### config.mk
export PLATFORM = sky130hd
export DESIGN_NAME = vga_timing_flat
export DESIGN_NICKNAME = d
export VERILOG_FILES = /design/src/rtl/vga_timing_if.sv /design/src/rtl/vga_timing.sv /design/src/flat_wrapper.sv
export SDC_FILE = /design/constraint.sdc
export NUM_CORES = 1
export LEC_CHECK = 0
export ABC_CLOCK_PERIOD_IN_PS = 3100
export CORE_MARGIN = 5
export CORE_UTILIZATION = 45
export CTS_BUF_LIST = sky130_fd_sc_hd__clkbuf_2 sky130_fd_sc_hd__clkbuf_4 sky130_fd_sc_hd__clkbuf_8
export DETAILED_ROUTE_END_ITERATION = 7
export PLACE_DENSITY_LB_ADDON = 0.08
export SYNTH_ARGS = -nofsm -noshare
export SYNTH_HDL_FRONTEND = slang
export SYNTH_SLANG_ARGS = --single-unit
### constraint.sdc
create_clock -name clk -period 3.1 [get_ports clk]
set_input_delay 0.31 -clock clk [delete_from_list [all_inputs] [get_ports clk]]
set_output_delay 0.31 -clock clk [all_outputs]
set_load 0.02 [all_outputs]
### src/rtl/vga_timing_if.sv
// Raster timing bundle from vga_timing to the colour stage.
// The master drives sync, valid qualifiers, coordinates, pulses and frame count.
interface vga_timing_if #(
   parameter int CNT_W = 11
);
   logic             hclk;
   logic             vclk;
   logic             dValid_h;
   logic             dValid_v;
   logic [CNT_W-1:0] pix_x;
   logic [CNT_W-1:0] pix_y;
   logic             line_start;
   logic             frame_start;
   logic [7:0]       frame_cnt;

   modport master (
      output hclk, vclk, dValid_h, dValid_v, pix_x, pix_y,
             line_start, frame_start, frame_cnt
   );

   modport slave (
      input  hclk, vclk, dValid_h, dValid_v, pix_x, pix_y,
             line_start, frame_start, frame_cnt
   );
endinterface

### src/rtl/vga_timing.sv
// VGA raster timing generator: horizontal/vertical FSMs, registered decoded outputs.
// Define VGA_TIMING_FRAME_CNT_EN to enable the 8-bit frame counter.
//
// state     | meaning
// H_ACT     | visible pixels of the line
// H_FRONT   | horizontal front porch
// H_SYNC_S  | horizontal sync pulse
// H_BACK    | horizontal back porch, last pixel wraps to x=0
// V_ACT     | visible lines of the frame
// V_FRONT   | vertical front porch
// V_SYNC_S  | vertical sync pulse
// V_BACK    | vertical back porch, last line wraps to y=0
module vga_timing #(
   parameter int   H_ACTIVE = 640,
   parameter int   H_FP     = 16,
   parameter int   H_SYNC   = 96,
   parameter int   H_BP     = 48,
   parameter int   V_ACTIVE = 480,
   parameter int   V_FP     = 10,
   parameter int   V_SYNC   = 2,
   parameter int   V_BP     = 33,
   parameter logic SYNC_POL = 1'b0,
   parameter int   CNT_W    = 11
) (
   input  logic         clk,
   input  logic         reset,
   vga_timing_if.master vga
);

   localparam int H_TOTAL = H_ACTIVE + H_FP + H_SYNC + H_BP;
   localparam int V_TOTAL = V_ACTIVE + V_FP + V_SYNC + V_BP;

   localparam logic [CNT_W-1:0] H_ACT_LAST  = CNT_W'(H_ACTIVE - 1);
   localparam logic [CNT_W-1:0] H_FP_LAST   = CNT_W'(H_ACTIVE + H_FP - 1);
   localparam logic [CNT_W-1:0] H_SYNC_LAST = CNT_W'(H_ACTIVE + H_FP + H_SYNC - 1);
   localparam logic [CNT_W-1:0] H_LAST      = CNT_W'(H_TOTAL - 1);
   localparam logic [CNT_W-1:0] V_ACT_LAST  = CNT_W'(V_ACTIVE - 1);
   localparam logic [CNT_W-1:0] V_FP_LAST   = CNT_W'(V_ACTIVE + V_FP - 1);
   localparam logic [CNT_W-1:0] V_SYNC_LAST = CNT_W'(V_ACTIVE + V_FP + V_SYNC - 1);
   localparam logic [CNT_W-1:0] V_LAST      = CNT_W'(V_TOTAL - 1);

   typedef enum logic [1:0] {H_ACT, H_FRONT, H_SYNC_S, H_BACK} h_state_t;
   typedef enum logic [1:0] {V_ACT, V_FRONT, V_SYNC_S, V_BACK} v_state_t;

   h_state_t         h_state, h_state_nxt;
   v_state_t         v_state, v_state_nxt;
   logic [CNT_W-1:0] h_cnt, h_nxt;
   logic [CNT_W-1:0] v_cnt, v_nxt;
   logic             h_wrap;
   logic             hclk_nxt, vclk_nxt, dvh_nxt, dvv_nxt;
   logic             line_start_nxt, frame_start_nxt;

   logic             hclk_q, vclk_q, dvh_q, dvv_q;
   logic             line_start_q, frame_start_q;
   logic [CNT_W-1:0] pix_x_q, pix_y_q;

   always_comb begin
      h_state_nxt = h_state;
      v_state_nxt = v_state;
      h_wrap      = (h_cnt == H_LAST);
      h_nxt       = h_wrap ? '0 : h_cnt + CNT_W'(1);
      v_nxt       = v_cnt;

      case (h_state)
         H_ACT:    if (h_cnt == H_ACT_LAST)  h_state_nxt = H_FRONT;
         H_FRONT:  if (h_cnt == H_FP_LAST)   h_state_nxt = H_SYNC_S;
         H_SYNC_S: if (h_cnt == H_SYNC_LAST) h_state_nxt = H_BACK;
         H_BACK:   if (h_wrap)               h_state_nxt = H_ACT;
      endcase

      // Vertical position only moves on the last pixel of a line.
      if (h_wrap) begin
         v_nxt = (v_cnt == V_LAST) ? '0 : v_cnt + CNT_W'(1);
         case (v_state)
            V_ACT:    if (v_cnt == V_ACT_LAST)  v_state_nxt = V_FRONT;
            V_FRONT:  if (v_cnt == V_FP_LAST)   v_state_nxt = V_SYNC_S;
            V_SYNC_S: if (v_cnt == V_SYNC_LAST) v_state_nxt = V_BACK;
            V_BACK:   if (v_cnt == V_LAST)      v_state_nxt = V_ACT;
         endcase
      end

      hclk_nxt        = (h_state_nxt == H_SYNC_S) ? SYNC_POL : ~SYNC_POL;
      vclk_nxt        = (v_state_nxt == V_SYNC_S) ? SYNC_POL : ~SYNC_POL;
      dvh_nxt         = (h_state_nxt == H_ACT);
      dvv_nxt         = (v_state_nxt == V_ACT);
      line_start_nxt  = (h_nxt == '0);
      frame_start_nxt = (h_nxt == '0) && (v_nxt == '0);
   end

   // Position parks on the last pixel of the frame so the first edge presents (0,0).
   always_ff @(posedge clk or posedge reset) begin
      if (reset) begin
         h_state       <= H_BACK;
         v_state       <= V_BACK;
         h_cnt         <= H_LAST;
         v_cnt         <= V_LAST;
         hclk_q        <= ~SYNC_POL;
         vclk_q        <= ~SYNC_POL;
         dvh_q         <= 1'b0;
         dvv_q         <= 1'b0;
         pix_x_q       <= '0;
         pix_y_q       <= '0;
         line_start_q  <= 1'b0;
         frame_start_q <= 1'b0;
      end else begin
         h_state       <= h_state_nxt;
         v_state       <= v_state_nxt;
         h_cnt         <= h_nxt;
         v_cnt         <= v_nxt;
         hclk_q        <= hclk_nxt;
         vclk_q        <= vclk_nxt;
         dvh_q         <= dvh_nxt;
         dvv_q         <= dvv_nxt;
         pix_x_q       <= h_nxt;
         pix_y_q       <= v_nxt;
         line_start_q  <= line_start_nxt;
         frame_start_q <= frame_start_nxt;
      end
   end

   assign vga.hclk        = hclk_q;
   assign vga.vclk        = vclk_q;
   assign vga.dValid_h    = dvh_q;
   assign vga.dValid_v    = dvv_q;
   assign vga.pix_x       = pix_x_q;
   assign vga.pix_y       = pix_y_q;
   assign vga.line_start  = line_start_q;
   assign vga.frame_start = frame_start_q;

`ifdef VGA_TIMING_FRAME_CNT_EN
   logic [7:0] frame_cnt_q;

   // Starts at FF so the first frame after reset reads 0.
   always_ff @(posedge clk or posedge reset) begin
      if (reset)                frame_cnt_q <= 8'hFF;
      else if (frame_start_nxt) frame_cnt_q <= frame_cnt_q + 8'd1;
   end

   assign vga.frame_cnt = frame_cnt_q;
`else
   assign vga.frame_cnt = 8'h00;
`endif

endmodule

### src/flat_wrapper.sv
// flat-port wrapper written by rule: the top's interface ports become plain ports
module vga_timing_flat 
#(
   parameter int   H_ACTIVE = 640,
   parameter int   H_FP     = 16,
   parameter int   H_SYNC   = 96,
   parameter int   H_BP     = 48,
   parameter int   V_ACTIVE = 480,
   parameter int   V_FP     = 10,
   parameter int   V_SYNC   = 2,
   parameter int   V_BP     = 33,
   parameter logic SYNC_POL = 1'b0,
   parameter int   CNT_W    = 11
)
  (clk, reset, vga_hclk, vga_vclk, vga_dValid_h, vga_dValid_v, vga_pix_x, vga_pix_y, vga_line_start, vga_frame_start, vga_frame_cnt);
  vga_timing_if #(.CNT_W(CNT_W)) vga_i ();
  input  logic clk;
  input  logic reset;
  output wire logic [$bits(vga_i.hclk)-1:0] vga_hclk;
  output wire logic [$bits(vga_i.vclk)-1:0] vga_vclk;
  output wire logic [$bits(vga_i.dValid_h)-1:0] vga_dValid_h;
  output wire logic [$bits(vga_i.dValid_v)-1:0] vga_dValid_v;
  output wire logic [$bits(vga_i.pix_x)-1:0] vga_pix_x;
  output wire logic [$bits(vga_i.pix_y)-1:0] vga_pix_y;
  output wire logic [$bits(vga_i.line_start)-1:0] vga_line_start;
  output wire logic [$bits(vga_i.frame_start)-1:0] vga_frame_start;
  output wire logic [$bits(vga_i.frame_cnt)-1:0] vga_frame_cnt;
  assign vga_hclk = vga_i.hclk;
  assign vga_vclk = vga_i.vclk;
  assign vga_dValid_h = vga_i.dValid_h;
  assign vga_dValid_v = vga_i.dValid_v;
  assign vga_pix_x = vga_i.pix_x;
  assign vga_pix_y = vga_i.pix_y;
  assign vga_line_start = vga_i.line_start;
  assign vga_frame_start = vga_i.frame_start;
  assign vga_frame_cnt = vga_i.frame_cnt;
  vga_timing #(.H_ACTIVE(H_ACTIVE), .H_FP(H_FP), .H_SYNC(H_SYNC), .H_BP(H_BP), .V_ACTIVE(V_ACTIVE), .V_FP(V_FP), .V_SYNC(V_SYNC), .V_BP(V_BP), .SYNC_POL(SYNC_POL), .CNT_W(CNT_W)) u_core (.clk(clk), .reset(reset), .vga(vga_i));
endmodule
Yosys cells after proc, flatten, opt, wreduce, memory -nomap -nowiden
Index checks and enable logic that the tools add are counted.
- bits in registers: 54
- input port bits: 2
- word-level logic and storage cells: 53
- eq/ne operators: 16
- reduce and logical (&&, ||, !) cells: 7
- mux-type cells: 16
- $add $sub $neg: 2
- operators by type and width (operator ; number):
    11-bit by 10-bit == test with 1-bit output, second input constant ; 5
    11-bit by 9-bit == test with 1-bit output, second input constant ; 3
    11-bit 2-to-1 mux ; 3
    11-bit by 1-bit adder with 11-bit output, second input constant ; 2
    11-bit logical NOT ; 2
    2-bit 2-to-1 mux ; 9
    2-bit case mux with 4 select lines ; 2
    2-bit == test, second input constant ; 6
    2-bit logical NOT ; 4
    2-bit by 1-bit == test with 1-bit output, second input constant ; 2
    1-bit 2-to-1 mux ; 2
    1-bit logical AND ; 1

Longest topological paths before layout
Gate-level depths: netlist of run 1.
- word-level depth: 6
- mapped depth: 9

Least setup slack after synthesis of run 1
No wires, ideal clock.
- path type: register -> register
- from: register u_core.v_cnt[3]
- to: register u_core.vclk_q (netlist: u_core.vga.vclk)
- data arrival time: 2206 ps
- path buffers: 2
- clock period less this slack: 2291 ps
- cell stages (with the launch flop): 9
- data required time: 3015 ps
- setup time: 85 ps
- slack: 809 ps
- path through: dfstp_2 buf_2 or4b_4 or4_1 buf_2 a22o_1 nand3_2 o211ai_2 nand2b_1
- cells in the longest elaborated chain, start to end: 6
- RTL lines (item ; line ; RTL):
    from (decl) ; vga_timing.sv:48 ; logic [CNT_W-1:0] v_cnt, v_nxt;
    from (signal assigned) ; vga_timing.sv:109 ; v_cnt <= v_nxt;
    11-bit by 10-bit == test with 1-bit output, or another cell as far along ; vga_timing.sv:78 ; V_BACK: if (v_cnt == V_LAST) v_state_nxt = V_ACT;
    2-bit 2-to-1 mux, on equally long branches ; - ;
    2-bit case mux with 4 select lines (*) ; vga_timing.sv:74 ; case (v_state)
    2-bit 2-to-1 mux (*) ; vga_timing.sv:72 ; if (h_wrap) begin
    named net u_core.v_state_nxt[0] ; vga_timing.sv:46 ; v_state_t v_state, v_state_nxt;
    2-bit == test (*) ; vga_timing.sv:83 ; vclk_nxt = (v_state_nxt == V_SYNC_S) ? SYNC_POL : ~SYNC_POL;
    1-bit 2-to-1 mux (*) ; vga_timing.sv:83 ;
    named net u_core.vclk_nxt ; vga_timing.sv:50 ; logic hclk_nxt, vclk_nxt, dvh_nxt, dvv_nxt;
    to (signal assigned) ; vga_timing.sv:98 ; vclk_q <= ~SYNC_POL;
    to (signal assigned) ; vga_timing.sv:111 ; vclk_q <= vclk_nxt;
    to (decl) ; vga_timing.sv:53 ; logic hclk_q, vclk_q, dvh_q, dvv_q;
The timed path passes the listed nets; every way through them passes the cells marked *.

Worst setup path in the final report of run 1
- from: register u_core.h_cnt[0]
- to: register u_core.frame_start_q (netlist: u_core.vga.frame_start)
- cells in the longest elaborated chain, start to end: 4
- RTL lines (item ; line ; RTL):
    from (decl) ; vga_timing.sv:47 ; logic [CNT_W-1:0] h_cnt, h_nxt;
    from (signal assigned) ; vga_timing.sv:108 ; h_cnt <= h_nxt;
    11-bit by 1-bit adder with 11-bit output / 11-bit by 10-bit == test with 1-bit output (equally long branches) ; vga_timing.sv:61, vga_timing.sv:60 ;
    11-bit 2-to-1 mux, on equally long branches ; vga_timing.sv:61, vga_timing.sv:72 ;
    11-bit logical NOT ; vga_timing.sv:87 ; frame_start_nxt = (h_nxt == '0) && (v_nxt == '0);
    1-bit logical AND (*) ; vga_timing.sv:87 ;
    named net u_core.frame_start_nxt ; vga_timing.sv:51 ; logic line_start_nxt, frame_start_nxt;
    to (signal assigned) ; vga_timing.sv:117 ; frame_start_q <= frame_start_nxt;
    to (decl) ; vga_timing.sv:54 ; logic line_start_q, frame_start_q;
Marked as above.

==> summary.txt, run 1 <==
======================================================================================
Clock transition at the registers of the reported paths                          90 ps
Setup bufs post-CTS                                                                  0
Setup repair after global routing missed its margin                                 no
Critical path, cell by cell                                               ha_1, and4_1, and3_1, buf_4, mux2i_1, o21ai_0, nand4bb_1, nor4_2
Hold violation count in the final report                                             0
Pin count of the biggest net entering global routing                                43
EDFF count, synth                                                                    0
Die span in y                                                                  81.2 um
Count of nets left with antenna violations after detail routing                      0
Final critical-path required period                                            2560 ps
Diode insertion count for antenna repair                                             0
Number of placement rows                                                            26
Detailed-router iteration count before antenna repair                                4
Area of the core region                                                     5010 sq um
Areal power density over the cells                                         360 nW/um^2
Proportion of layout cells with a drive suffix above 1                           16.1%
Max incr delay on CP                                                            550 ps
Static leakage                                                                0.993 nW
Warnings, synthesis                                                                  0
Cell area after synthesis                                                   2280 sq um
Cell area after layout                                                      2590 sq um
Critical path class                                                         reg -> reg
Post-Route Hold Slack                                                           441 ps
Sequential share of the synthesized area                                         47.0%
# setup viols final                                                                  0
Detailed-placement wirelength estimate                                         3240 um
Per-instance average area after synthesis                                   10.0 sq um
Drt drc                                                                              0
Worst reg-to-reg path cell count                                                     8
Number of global-route vias before repair                                         1472
Cell with the most instances after synthesis                                   dfrtp_1
Share of synthesized area spent on multiplexers                                  1.81%
Flip-flop and latch count after synthesis                                           42
Most frequent cells after synthesis                                       dfrtp_1 (26), buf_4 (21), nand2_1 (18), dfstp_2 (16), nor2_1 (14)
Placed standard-cell area                                                   2490 sq um
Setup total negative slack                                                        0 ps
WL final                                                                       4490 um
Largest area contributor in the synthesized netlist                            dfrtp_1
Post-Place Worst Slack                                                          561 ps
Iteration-0 DRC count of the detailed router                                        96
Dominant combinational cell family by area after synthesis                simple AND/OR/NAND/NOR gates
Num Clock Sinks                                                                     42
Layout overhead on the synthesized area                                          13.4%
Area occupied by registers                                                  1070 sq um
Die width                                                                      81.2 um
Total via count in the routed design                                              1636
Post-Syn Instances                                                                 228
Async set or reset register ratio after synthesis                                 100%
CP arrival                                                                     2760 ps
Number of distinct standard cells referenced by the synthesized netlist             55
Area share of the largest cell type after synthesis                              28.5%
Period Utilization, post-route                                                   82.5%
Clock tree from TritonCTS                                                         done
Routed wirelength normalized by instance count                                 14.4 um
Initial antenna violation count                                                      0
Final worst setup slack                                                         544 ps
Worst EP required                                                              3310 ps
Critical-path cell with the highest stage delay                                dfstp_2
Type of the most critical hold path                                        in -> async
Share of the core filled with cells in the final layout                          51.6%
Stages on worst setup path                                                           8
Worst Clk Skew                                                                 3.83 ps
MaxCap Viol Count                                                                    0
Synth Area in Adders                                                             2.20%
CTS max path bufs                                                                    2
Critical path's top delay family                                          simple AND/OR/NAND/NOR gates
Endpoint class of the critical path                                           register
Global-route usage over all layers                                               14.8%
Total placed cells including tap cells                                             304
Buffering stage count on the worst path with inverters included                      1
Final estimated routing congestion in global placement                           0.925
Via/cell ratio                                                                    5.24
Fraction of the mapped netlist area in compound gates                            11.6%
Worst IR Drop VDD                                                               316 uV
Grt ovf                                                                              0
Overall power consumption                                                       932 uW
Area share of xor/xnor cells in the synthesized design                           3.46%
Clock Latency Late Sink                                                         290 ps
Final nets                                                                         247
Fillcell total                                                                     485
Number of buffers added on ports                                                    29
Leading cell types by total area after synthesis                          dfrtp_1 (29%), dfstp_2 (18%), buf_4 (6.9%)
Max frequency                                                                  391 MHz
Initial core utilization                                                         45.5%
CTS root buf                                                                  clkbuf_8
Number of standard cells in the final layout excluding fillers                     312
Leading register cell type out of synthesis                                    dfrtp_1
Number of resized instances in the post-cts repair step                              0
Worst-Margin Slew                                                               596 ps
Number of buffers inserted for hold repair after clock tree synthesis                0
Area of combinational cells with multiple inputs                             985 sq um
Slew Limit Fails                                                                     0
Die outline area                                                            6590 sq um
TritonCTS Buffers                                                                    5
Global-route wire length before repair                                         7470 um
Total I/O pin count                                                                 38
Remaining max-slew budget at the tightest pin                                    59.9%
Critical path fanouts, max                                                          10
Simple-gate share of the synthesized area                                        22.8%
Number of H-tree branching levels                                                    2
Sort of element at the start of the critical path                             register
Outcome                                                                   complete, no violations
======================================================================================
==> kinds of logic (layout without fill, tap and decap cells) <==
logic type	after synthesis	in the layout
buffers and inverters	42	49
and+or+nand+nor	88	88
other	1	8
AOI/OAI and AO/OA	38	38
muxes	4	4
xor gates and xnor gates	9	9
adders and majority gates	4	4
DFF	42	42
==> power breakdown <==
part | internal [mW] | total (mW) | switching, mW | leakage (nW)
Combinational | 0.00202 | 0.0208 | 0.0188 | 0.447
Clock | 0.161 | 0.362 | 0.201 | 0.0408
Sequential | 0.549 | 0.549 | 0 | 0.505
==> tightest hold or removal path, cell delays in order <==
cell             delay (ps)
clkdlybuf4s50_1         400
inv_1                    50
buf_4                   420
==> layout make-up <==
type / instances / area share [%]
sequential: 42 / 41.4
multi-input combinational: 151 / 38.1
timing repair buffer: 33 / 12.4
tap: 70 / 3.39
clock buffer: 5 / 2.66
inverter: 8 / 1.16
clock inverter: 3 / 0.919
==> cells in the final DEF, fill, tap and decap left out, drive strengths merged, types with 5 or more instances in the layout <==
master	count
a21oi	5
clkbuf	5
clkdlybuf4s50	29
conb	8
dfrtp	26
dfstp	16
inv	9
nand2	18
nand2b	5
nand3	10
nand4	6
nor2	14
nor4	7
o21ai	13
xor2	5
==> worst paths after layout <==
kind / startpoint / end / slack (ps)
max: u_core.h_cnt[0] / u_core.vga.frame_start / 540
min: reset / u_core.vga.dValid_v / 440
max reg2reg: u_core.h_cnt[0] / u_core.vga.frame_start / 540
min reg2reg: u_core.h_cnt[0] / u_core.h_cnt[0] / 550
max in group asynchronous: reset / u_core.v_cnt[9] / 2290
min in group clk: u_core.h_cnt[0] / u_core.h_cnt[0] / 550
==> state kept, by name, summed over array words and instances (netlist names) <==
name                    cells
u_core.h_cnt               11
u_core.h_state              2
u_core.v_cnt               10
u_core.v_state              2
u_core.vga.dValid_h         1
u_core.vga.dValid_v         1
u_core.vga.frame_start      1
u_core.vga.hclk             1
u_core.vga.line_start       1
u_core.vga.pix_x            7
u_core.vga.pix_y            4
u_core.vga.vclk             1
==> per-layer routing <==
layer / share of wire (%) / wire (um) / track usage, %
met5: 0 / 0 / 0
met4: 0.93 / 42 / 4.39
met3: 7.3 / 326 / 4.66
met2: 41 / 1840 / 20.1
met1: 51 / 2280 / 22.3
Note: power is estimated with default switching activity, not from simulation.
==> run 2, diff against run 1 <==
--- a/config.mk
+++ b/config.mk
@@ -5,7 +5,7 @@
 export SDC_FILE = /design/constraint.sdc
 export NUM_CORES = 1
 export LEC_CHECK = 0
-export ABC_CLOCK_PERIOD_IN_PS = 3100
+export ABC_CLOCK_PERIOD_IN_PS = 2330
 export CORE_MARGIN = 5
 export CORE_UTILIZATION = 45
 export CTS_BUF_LIST = sky130_fd_sc_hd__clkbuf_2 sky130_fd_sc_hd__clkbuf_4 sky130_fd_sc_hd__clkbuf_8
==> constraint.sdc (replaced) <==
create_clock -name clk -period 2.33 [get_ports clk]
set_input_delay 0.233 -clock clk [delete_from_list [all_inputs] [get_ports clk]]
set_output_delay 0.233 -clock clk [all_outputs]
set_load 0.02 [all_outputs]
==> summary.txt, run 2 (synthesized netlist as in run 1, its figures left out) <==
====================================================================================
Outcome                                                                 complete, no violations
Worst IR Drop VDD                                                             385 uV
Grt ovf                                                                            0
Period Utilization, post-route                                                 94.9%
Area occupied by registers                                                1070 sq um
CTS root buf                                                                clkbuf_8
Clock Latency Late Sink                                                       290 ps
Sort of element at the start of the critical path                           register
Clock transition at the registers of the reported paths                        80 ps
Initial core utilization                                                       45.5%
Number of global-route vias before repair                                       1609
Global-route wire length before repair                                       8190 um
Max frequency                                                                452 MHz
Drt drc                                                                            0
Via/cell ratio                                                                  5.16
Global-route usage over all layers                                             16.6%
Commonest non-fill, non-tap cells in the layout                         clkdlybuf4s50_1 (29), dfrtp_1 (26), buf_4 (23), nand2_1 (18), dfstp_2 (16)
Routed wirelength normalized by instance count                               14.7 um
Die width                                                                    81.2 um
Iteration-0 DRC count of the detailed router                                     149
Proportion of layout cells with a drive suffix above 1                         23.8%
Critical register-to-register path startpoint                           u_core.v_cnt[3]
MaxCap Viol Count                                                                  0
Reg-to-reg critical path endpoint                                       u_core.vga.frame_start
Type of the most critical hold path                                      in -> async
Worst Clk Skew                                                               5.58 ps
Areal power density over the cells                                       450 nW/um^2
TritonCTS Buffers                                                                  5
Count of nets left with antenna violations after detail routing                    0
Max FFs per register                                                              11
Num Clock Sinks                                                                   42
Worst-Margin Slew                                                             495 ps
Static leakage                                                               1.10 nW
Endpoint class of the critical path                                         register
Detailed-router iteration count before antenna repair                              4
Area of combinational cells with multiple inputs                          1010 sq um
Total via count in the routed design                                            1707
Total I/O pin count                                                               38
Most common library cell in the layout ignoring fill and taps           clkdlybuf4s50_1
Critical path class                                                       reg -> reg
Worst reg-to-reg path cell count                                                   7
Die outline area                                                          6590 sq um
Largest reg by FF count                                                 u_core.h_cnt
# setup viols final                                                                0
Pin count of the biggest net entering global routing                              43
Number of H-tree branching levels                                                  2
Number of buffers added on ports                                                  29
Diode insertion count for antenna repair                                           0
Number of placement rows                                                          26
Placed standard-cell area                                                 2640 sq um
Initial antenna violation count                                                    0
Final nets                                                                       266
Setup total negative slack                                                      0 ps
Hold violation count in the final report                                           0
Layout overhead on the synthesized area                                        20.8%
Final estimated routing congestion in global placement                         0.903
Die span in y                                                                81.2 um
Clock tree from TritonCTS                                                       done
Remaining max-slew budget at the tightest pin                                  66.5%
CP arrival                                                                   2420 ps
Detailed-placement wirelength estimate                                       3530 um
Critical path fanouts, max                                                         5
Setup bufs post-CTS                                                                0
CTS max path bufs                                                                  2
Share of the core filled with cells in the final layout                        55.0%
Fillcell total                                                                   475
Area of the core region                                                   5010 sq um
Worst EP required                                                            2530 ps
WL final                                                                     4880 um
Slack of the worst reg-to-reg path                                            120 ps
Cell area after layout                                                    2750 sq um
Number of buffers inserted for hold repair after clock tree synthesis              0
Final critical-path required period                                          2210 ps
Slew Limit Fails                                                                   0
====================================================================================
## run 2: cell types whose count changed in the layout (fill, tap and decap cells not counted), sizes merged
| cell | before | now |
|---|---|---|
| buf | 4 | 23 |
| inv | 9 | 8 |
| clkinvlp | 2 | 1 |
| clkbuf | 5 | 6 |
| clkinv | 0 | 1 |
## run 2: worst max-delay path by stage
stage	endpoint	from	depth (start not counted)
floorplan	u_core.vga.vclk	u_core.v_cnt[3]	8
global placement	u_core.vga.vclk	u_core.v_cnt[3]	6
detailed placement	u_core.vga.vclk	u_core.v_cnt[3]	6
CTS	u_core.vga.frame_start	u_core.v_cnt[3]	6
global route	u_core.vga.frame_start	u_core.v_cnt[2]	7
finish	u_core.vga.frame_start	u_core.v_cnt[3]	7
## run 2: where the power goes
part,internal (mW),switching (mW)
registers,0.730,0
logic,0.00268,0.0248
clock network,0.238,0.244
## run 2: routing by layer
metal	vias to the layer above	track usage [%]	wire, um
met2	61	21.1	1920
met4	0	5.07	73
met3	7	4.10	291
li1	846	-	-
met1	793	26.7	2600
met5	-	0	0
## run 2: area by class of cell
cell class	instances	area share, %
clock buffers	6	3.00
clock inverters	2	0.454
inverters	8	1.09
multi-input cells	151	36.6
flip-flops and latches	42	38.9
well taps	70	3.18
repair buffers	52	16.8
## run 2: what timing repair did
| item | 4_1_cts | 5_1_grt |
|---|---|---|
| endpoints found under the hold margin | 0 | 0 |
| setup endpoints to repair | 0 | 3 |
| resized for setup | 0 | 6 |
## run 2: critical path, cell delays in order (launching register included)
cell	delay [ps]
dfstp_2	530
or4b_4	490
nor4_4	160
buf_4	180
o21ai_0	70
a22o_1	260
nand4bb_1	210
nor4_2	220
## run 2: through the flow
stage          worst slack [ps]  hold WS, ps  power (mW)  cells
4_1_cts                    56.6          384        1.26    331
6_report                    119          363        1.24    331
3_5_place_dp               67.0          548       0.772    323
3_3_place_gp                105          547       0.772    323
2_1_floorplan              38.6          464       0.775    235
5_1_grt                   -34.6          425        1.30    331
==> run 3, diff against run 2 <==
--- a/config.mk
+++ b/config.mk
@@ -10,6 +10,7 @@
 export CORE_UTILIZATION = 45
 export CTS_BUF_LIST = sky130_fd_sc_hd__clkbuf_2 sky130_fd_sc_hd__clkbuf_4 sky130_fd_sc_hd__clkbuf_8
 export DETAILED_ROUTE_END_ITERATION = 7
+export GPL_ROUTABILITY_DRIVEN = 0
 export PLACE_DENSITY_LB_ADDON = 0.08
 export SYNTH_ARGS = -nofsm -noshare
 export SYNTH_HDL_FRONTEND = slang
==> constraint.sdc (replaced) <==
create_clock -name clk -period 2.33 [get_ports clk]
set_input_delay 0.233 -clock clk [delete_from_list [all_inputs] [get_ports clk]]
set_output_delay 0.233 -clock clk [all_outputs]
set_load 0.05 [all_outputs]
==> results of run 3 <==
Same layout as run 2 (identical final DEF). Status: complete, no violations.
Among the figures that moved: total power 1.24 mW -> 1.26 mW; worst IR drop on VDD 385 uV -> 395 uV
